**src/rtl/eq_band_mixer.sv**
```systemverilog
// Ten-band gain/sum mixer: one shared 24x12 multiplier walks the bands, then saturates to 24 bits.
// Latency 11 clocks from accepted sample_valid to out_valid; optional round-half-up via EQ_BAND_MIXER_ROUND_EN.
// No backpressure: samples arriving while busy are dropped and flagged on the sticky overrun output.
module eq_band_mixer #(
    parameter int NBANDS = 10,
    parameter int GAIN_W = 12,
    parameter int ACC_W  = 40
) (
    input  logic                   clk,
    input  logic                   rst_n,
    input  logic                   enable,
    input  logic [NBANDS*24-1:0]   bands_in,
    input  logic                   sample_valid,
    input  logic                   gain_wr,
    input  logic [3:0]             gain_addr,
    input  logic [GAIN_W-1:0]      gain_data,
    input  logic                   overrun_clr,
    output logic [23:0]            audio_out,
    output logic                   out_valid,
    output logic                   busy,
    output logic                   overrun
);

    localparam int SAMP_W = 24;
    localparam int PROD_W = SAMP_W + GAIN_W;
    localparam logic [GAIN_W-1:0] GAIN_UNITY = GAIN_W'(12'h400);

    localparam logic [1:0] ST_IDLE = 2'd0;
    localparam logic [1:0] ST_MAC  = 2'd1;
    localparam logic [1:0] ST_SAT  = 2'd2;

    localparam logic signed [ACC_W-1:0] SAT_MAX = {{(ACC_W-23){1'b0}}, {23{1'b1}}};
    localparam logic signed [ACC_W-1:0] SAT_MIN = {{(ACC_W-23){1'b1}}, 23'd0};

    logic [1:0]                 state_q;
    logic [3:0]                 cnt_q;
    logic [NBANDS*SAMP_W-1:0]   hold_q;
    logic signed [ACC_W-1:0]    acc_q;
    logic [GAIN_W-1:0]          shadow_q [NBANDS];
    logic [GAIN_W-1:0]          active_q [NBANDS];
    logic [GAIN_W-1:0]          shadow_nxt [NBANDS];

    logic                       accept;
    logic                       gain_we;
    logic signed [SAMP_W-1:0]   cur_samp;
    logic signed [GAIN_W-1:0]   cur_gain;
    logic signed [PROD_W-1:0]   prod;
    logic signed [ACC_W-1:0]    prod_ext;
    logic signed [ACC_W-1:0]    acc_rnd;
    logic signed [ACC_W-1:0]    shifted;
    logic [23:0]                sat_val;

    assign busy    = (state_q != ST_IDLE);
    assign accept  = sample_valid & enable & ~busy;
    assign gain_we = gain_wr & (gain_addr < 4'(NBANDS));

    // A write landing in the accept cycle must be part of the committed bank.
    always_comb begin
        for (int i = 0; i < NBANDS; i++) begin
            shadow_nxt[i] = shadow_q[i];
            if (gain_we && (gain_addr == 4'(i)))
                shadow_nxt[i] = gain_data;
        end
    end

    always_comb begin
        cur_samp = '0;
        cur_gain = '0;
        for (int i = 0; i < NBANDS; i++) begin
            if (cnt_q == 4'(i)) begin
                cur_samp = hold_q[i*SAMP_W +: SAMP_W];
                cur_gain = active_q[i];
            end
        end
    end

    assign prod     = cur_samp * cur_gain;
    assign prod_ext = {{(ACC_W-PROD_W){prod[PROD_W-1]}}, prod};

`ifdef EQ_BAND_MIXER_ROUND_EN
    assign acc_rnd = acc_q + ACC_W'(512);
`else
    assign acc_rnd = acc_q;
`endif

    assign shifted = acc_rnd >>> 10;

    always_comb begin
        if (shifted > SAT_MAX)
            sat_val = 24'h7FFFFF;
        else if (shifted < SAT_MIN)
            sat_val = 24'h800000;
        else
            sat_val = shifted[23:0];
    end

    always_ff @(posedge clk or negedge rst_n) begin
        if (!rst_n) begin
            state_q   <= ST_IDLE;
            cnt_q     <= '0;
            hold_q    <= '0;
            acc_q     <= '0;
            audio_out <= '0;
            out_valid <= 1'b0;
            overrun   <= 1'b0;
            for (int i = 0; i < NBANDS; i++) begin
                shadow_q[i] <= GAIN_UNITY;
                active_q[i] <= GAIN_UNITY;
            end
        end else begin
            out_valid <= 1'b0;
            for (int i = 0; i < NBANDS; i++)
                shadow_q[i] <= shadow_nxt[i];

            if (sample_valid && enable && busy)
                overrun <= 1'b1;
            else if (overrun_clr)
                overrun <= 1'b0;

            case (state_q)
                ST_IDLE: begin
                    if (accept) begin
                        hold_q  <= bands_in;
                        acc_q   <= '0;
                        cnt_q   <= '0;
                        state_q <= ST_MAC;
                        for (int i = 0; i < NBANDS; i++)
                            active_q[i] <= shadow_nxt[i];
                    end
                end
                ST_MAC: begin
                    acc_q <= acc_q + prod_ext;
                    cnt_q <= cnt_q + 4'd1;
                    if (cnt_q == 4'(NBANDS - 1))
                        state_q <= ST_SAT;
                end
                ST_SAT: begin
                    audio_out <= sat_val;
                    out_valid <= 1'b1;
                    state_q   <= ST_IDLE;
                end
                default: state_q <= ST_IDLE;
            endcase
        end
    end

endmodule

```
**config.mk**
```make
export PLATFORM = sky130hd
export DESIGN_NAME = eq_band_mixer
export DESIGN_NICKNAME = d
export VERILOG_FILES = /design/src/rtl/eq_band_mixer.sv
export SDC_FILE = /design/constraint.sdc
export NUM_CORES = 2
export LEC_CHECK = 0
export ABC_AREA = 1
export BUFFER_PORTS_ARGS = -buffer_cell sky130_fd_sc_hd__buf_2
export CORE_MARGIN = 2
export CORE_UTILIZATION = 66
export DETAILED_ROUTE_END_ITERATION = 8
export PLACE_DENSITY = 0.87
export SLEW_MARGIN = 10
export SYNTH_ARGS = -nofsm -noshare
export SYNTH_HDL_FRONTEND = slang
export SYNTH_SLANG_ARGS = --single-unit
```
**constraint.sdc**
```tcl
create_clock -name clk -period 16.2 [get_ports clk]
set_clock_uncertainty 0.1 [all_clocks]
set_input_delay 1.62 -clock clk [delete_from_list [all_inputs] [get_ports clk]]
set_output_delay 1.62 -clock clk [all_outputs]
set_load 0.01 [all_outputs]
```
* After elaboration in Yosys (flattened, before gate mapping)
Cells that the tools add are included.
W data, S select, Z words.
** Cells by class
- Eq/ne operators :: 22
- Multiply operators :: 1
- Bitwise logic cells :: 4
- Add/sub/neg operators :: 2
- Order comparisons :: 3
- Multiplexer cells :: 42
- Reductions and logical operators :: 21
** Operators by type and width (count)
- $mux W24 :: 12
- $mux W12 :: 20
- $pmux W40 S2 :: 1
- $add A40 B36 Y40 :: 1
- $mux W40 :: 1
- $mul A24 B12 Y36 :: 1
- $eq A4 B3 Y1 const B :: 8
- $gt A30 B24 Y1 const B :: 1
- $lt A30 B24 Y1 const B :: 1
- $eq A4 B2 Y1 const B :: 4
- $eq A4 B4 Y1 const B :: 4
- $logic_and A1 B1 Y1 :: 12
- $eq A4 B1 Y1 const B :: 2
- $logic_not A4 Y1 :: 2
- $pmux W4 S2 :: 1
- $reduce_and A2 Y1 :: 3
- $reduce_bool A2 Y1 :: 3
- $add A4 B1 Y4 const B :: 1
- $lt A4 B4 Y1 const B :: 1
- $mux W2 :: 2
- $mux W4 :: 1
- $ne A2 B2 Y1 const B :: 2
- $pmux W2 S2 :: 1
- $and A1 B1 Y1 :: 3
- other kinds (5) :: 7
** Storage, ports and cells
- Word-level logic and storage cells :: 122
- Input port bits :: 262
- Output and inout bits :: 27
- Register bits after elaboration :: 552

* Depth between registers and ports, before layout
- Word-level depth :: 14
- Depth in mapped cells :: 41
- Depth with buffers taken out :: 38

* Least setup slack after synthesis
Ideal clock, no wire load.
- Path type :: register -> register
- Start :: register cnt_q[0]
- End :: register acc_q[39]
- Stages on the path, launching flop included :: 36
- Arrival time :: 6.355 ns
- Required time :: 15.967 ns
- Library setup time :: 0.133 ns
- Clock period less this slack :: 6.588 ns
- Slack :: 9.612 ns
- Path buffers :: 3
- Path through :: dfrtp_1 > ha_1 > buf_4 > inv_2 > buf_4 > buf_4 > nand4_1 > nand3_1 > nand2_1 > nand2_1 > nand2_1 > nand2_1 > nand3_1 > nand3b_1 > nand2_2 > inv_4 > nand2_1 > fa_1 > inv_1 > fa_1 > fa_1 > fa_1 > inv_1 > fa_1 > inv_1 > ha_1 > ha_1 > nand2_1 > nor2_1 > inv_1 > nor3_1 > nand4_1 > nand3_1 > nand2_1 > nand2_1 > o22ai_1
** Between the ends
- Word-level cells in the longest chain between the ends :: 14
- Elaborated cells on any way between the ends :: 33
- Those cells by class :: add/sub: 1; mul: 1; eq/ne: 9; mux: 21; reduce/logical: 1
** RTL lines
- start, declared :: line 36 : logic [3:0] cnt_q;
- start signal, assigned :: line 133 : cnt_q <= cnt_q + 4'd1;
- $logic_not A4 Y1 :: line 70 : if (cnt_q == 4'(i)) begin
- $mux W24 or $mux W12 (tied branches) (10 in a row) :: line 70
- $mul A24 B12 Y36 * :: line 77 : assign prod = cur_samp * cur_gain;
- $add A40 B36 Y40 * :: line 132 : acc_q <= acc_q + prod_ext;
- $pmux W40 S2 * :: line 120 : case (state_q)
- end signal, assigned :: line 132
- end, declared :: line 38 : logic signed [ACC_W-1:0] acc_q;
Mark *: on every way between the ends. The rest lies on a longest branch, timed or not.
A chain may end at the register's enable or synchronous reset.

* Final worst setup path
- Start :: register cnt_q[2]
- End :: register acc_q[39]
Same word-level chain as after synthesis.

==> impl_results.md <==
- Status: finished, final reports clean
- Grt met3 use: between 8 and 9%
- Setup tns final: 0 ps
- CTS buffer count: 57
- Yosys top cell by area: dfrtp_1
- Max Root-Sink Buffers: 3
- Clock Pin Slew Worst Setup and Hold Paths: 60 ps
- Synth Instances: around 4500
- Syn avg cell area: 8.09 um^2
- Die span in y: ~240 um
- Gates resized, CTS repair: 0
- Fin. Hold Viols: 0
- Total of max-cap violations: 0
- Crit-path slowest cell: nor2_8
- Yosys Warn Count: 0
- GR Overflow Total: 0
- Gpl congestion: a little under 1
- Main area contributors after synthesis: dfrtp_1 36%, nand2_1 18%, fa_1 17%, inv_1 5.2%, o21ai_0 4.4%
- DRT Pass-1 Iters: 6
- Vias in the first global route: roughly 31000
- Synthesis-to-layout area growth: 9.58%
- Setup Viol. Count Final: 0
- Max Fclk: roughly 100 MHz
- # clock sinks: ~550
- Max incr delay on CP: slightly below 800 ps
- CTS Root Cell: clkbuf_16
- Max FO, Critical Path: 62
- Clk_lat worst skew: about 670 ps
- Remaining antenna violation count after routing: 0
- Worst setup EP type: flip-flop
- Worst path required time: approximately 17000 ps
- Final #Nets: between 5000 and 6000
- Die X: 240 um
- CTS Hold Bufs: 0
- CP arrival: around 9900 ps
- Most frequent CP cell: nand2_1
- CTS H-tree depth: 2
- Share of cells above drive strength 1: about an eighth
- Max-slew violation count: 0
- RSZ-0062 raised after global routing: no
- DP HPWL: 75600 um
- Async SR Flop Fraction: 100%
- GRT Total Usage: between 30% and 40%
- Slew @ Worst Pin: roughly 1300 ps
- Vias: around 32000
- Yosys cell types: 47
- Tcrit/Tclk final: 59.0%
- Setup bufs post-CTS: 0
- Count leader, synth: nand2_1
- Routed wire length: roughly 110000 um
- Wirelength per Cell: approximately 19 um
- Die area: around 57000 um^2
- Post-synth net total: around 5200
- Placement Rows: 86
- Global-route wire length before repair: around 170000 um
- Core area: between 50000 and 60000 um^2
- Residual DRC count: 0
- Met2 Track Usage GR: roughly 60%
- Most frequent cells after synthesis: 1727 x nand2_1, 532 x dfrtp_1, 507 x inv_1
- Port Buffer Count: 288
- Slew HR: ~15%
- Critical Setup Path Class: flip-flop to flip-flop
- CTS tree: done
- Top Ports: ~290
- EDFF count, synth: 0
- Design Area, Final: 40200 um^2
- Register area share after synthesis: between 30% and 40%
- Main synth FF type: dfrtp_1
- Tmin final: 9560 ps
- Hold WC Path Type: flip-flop to flip-flop
- Initial Utilization: 66.7%
- Register bit total from synthesis: 552
- Post-Place Cell Area: 38200 um^2
- 1st-iter DRT viols: about 3600
- Vias per cell: between 5 and 6
- Post-synthesis cell area: roughly 37000 um^2
- Largest net degree at the start of global routing: 230
- Share of the synthesized area in the top cell type: between 30% and 40%
- Met1 GRT Util: around 51%
- Setup crit start kind: flip-flop
- Busiest metal layer after global routing: met2
- Antenna violations before repair: 2
## sequential cells by signal, indices dropped and copies added, names as in the netlist
name	flops
acc_q	40
active_q	120
audio_out	24
cnt_q	4
hold_q	240
out_valid	1
overrun	1
shadow_q	120
state_q	2
## metrics by stage
stage / hold WS [ps] / util [%] / setup slack [ps] / std cells
finish: 363 / 73.1 / 6640 / 5485
global route: 380 / 73.1 / 6070 / 5485
CTS: 366 / 73.1 / 6900 / 5483
detailed placement: 351 / 69.4 / 6960 / 5378
global placement: 346 / 69.4 / 7090 / 5378
floorplan: 334 / - / 9610 / 4531
## cells in the final DEF (no fill, tap or decap), types with 13 or more instances in the layout
master,Yosys,final
nor2_1,242,241
nand2_1,1727,1727
fa_1,311,311
dfstp_2,20,20
inv_1,507,506
nand4_1,44,44
clkbuf_16,0,57
buf_2,24,287
or2_2,44,44
o21ai_0,321,320
nand3_1,183,183
clkbuf_1,125,13
nand2_2,24,24
dfrtp_1,532,532
nand3_2,17,17
buf_4,26,15
or2_0,20,20
a21oi_1,72,72
ha_1,103,103
inv_2,39,39
## metal layers
metal,up-vias,share of wire (%)
met2,1866,46
met5,-,0
met4,0,5.4
li1,14200,-
met3,357,11
met1,15200,38
## worst max-delay path: cells and delay by family, from the launching register on
kind	cells	cell delay, ps
buffers and inverters	3	1660
AND/OR/NAND/NOR	18	3770
adder cells (fa/ha/maj)	7	3230
flip-flops	1	550
AO/OA/AOI/OAI	1	70
## layout make-up
type / count / area [um^2]
fill: 4079 / 14800
antenna: 2 / 5.00
timing repair buffer: 305 / 1600
inverter: 548 / 2070
clock inverter: 25 / 408
sequential: 552 / 13800
clock buffer: 80 / 1610
tap: 748 / 936
multi-input combinational: 3225 / 19700
## path summary, 6_finish.rpt
path                                              start                  endpoint  slack, ps  depth (start not counted)
worst max-delay path               cnt_q[2]$_DFFE_PN0P_     acc_q[39]$_DFFE_PN0P_       6640                         29
worst min-delay path            hold_q[227]$_DFFE_PN0P_   hold_q[227]$_DFFE_PN0P_        360                          2
worst max register to register     cnt_q[2]$_DFFE_PN0P_     acc_q[39]$_DFFE_PN0P_       6640                         29
worst min register to register  hold_q[227]$_DFFE_PN0P_   hold_q[227]$_DFFE_PN0P_        360                          2
max in group asynchronous                         rst_n  audio_out[1]$_DFFE_PN0P_      12760                          3
min in group asynchronous                         rst_n    hold_q[54]$_DFFE_PN0P_        930                          1
## kinds of logic (layout without fill, tap and decap cells)
logic type	Yosys count	after routing	share of synthesized area, %
simple gates	2343	2343	26.3
xor+xnor	11	11	0.263
flops	552	552	37.7
compound gates	457	457	6.62
other cells	0	2	0
buf+inv	754	958	8.53
fa+ha+maj	414	414	20.5
Power is not shown: default switching activity piles up to over one toggle a cycle in this logic, so the estimate is an artifact.
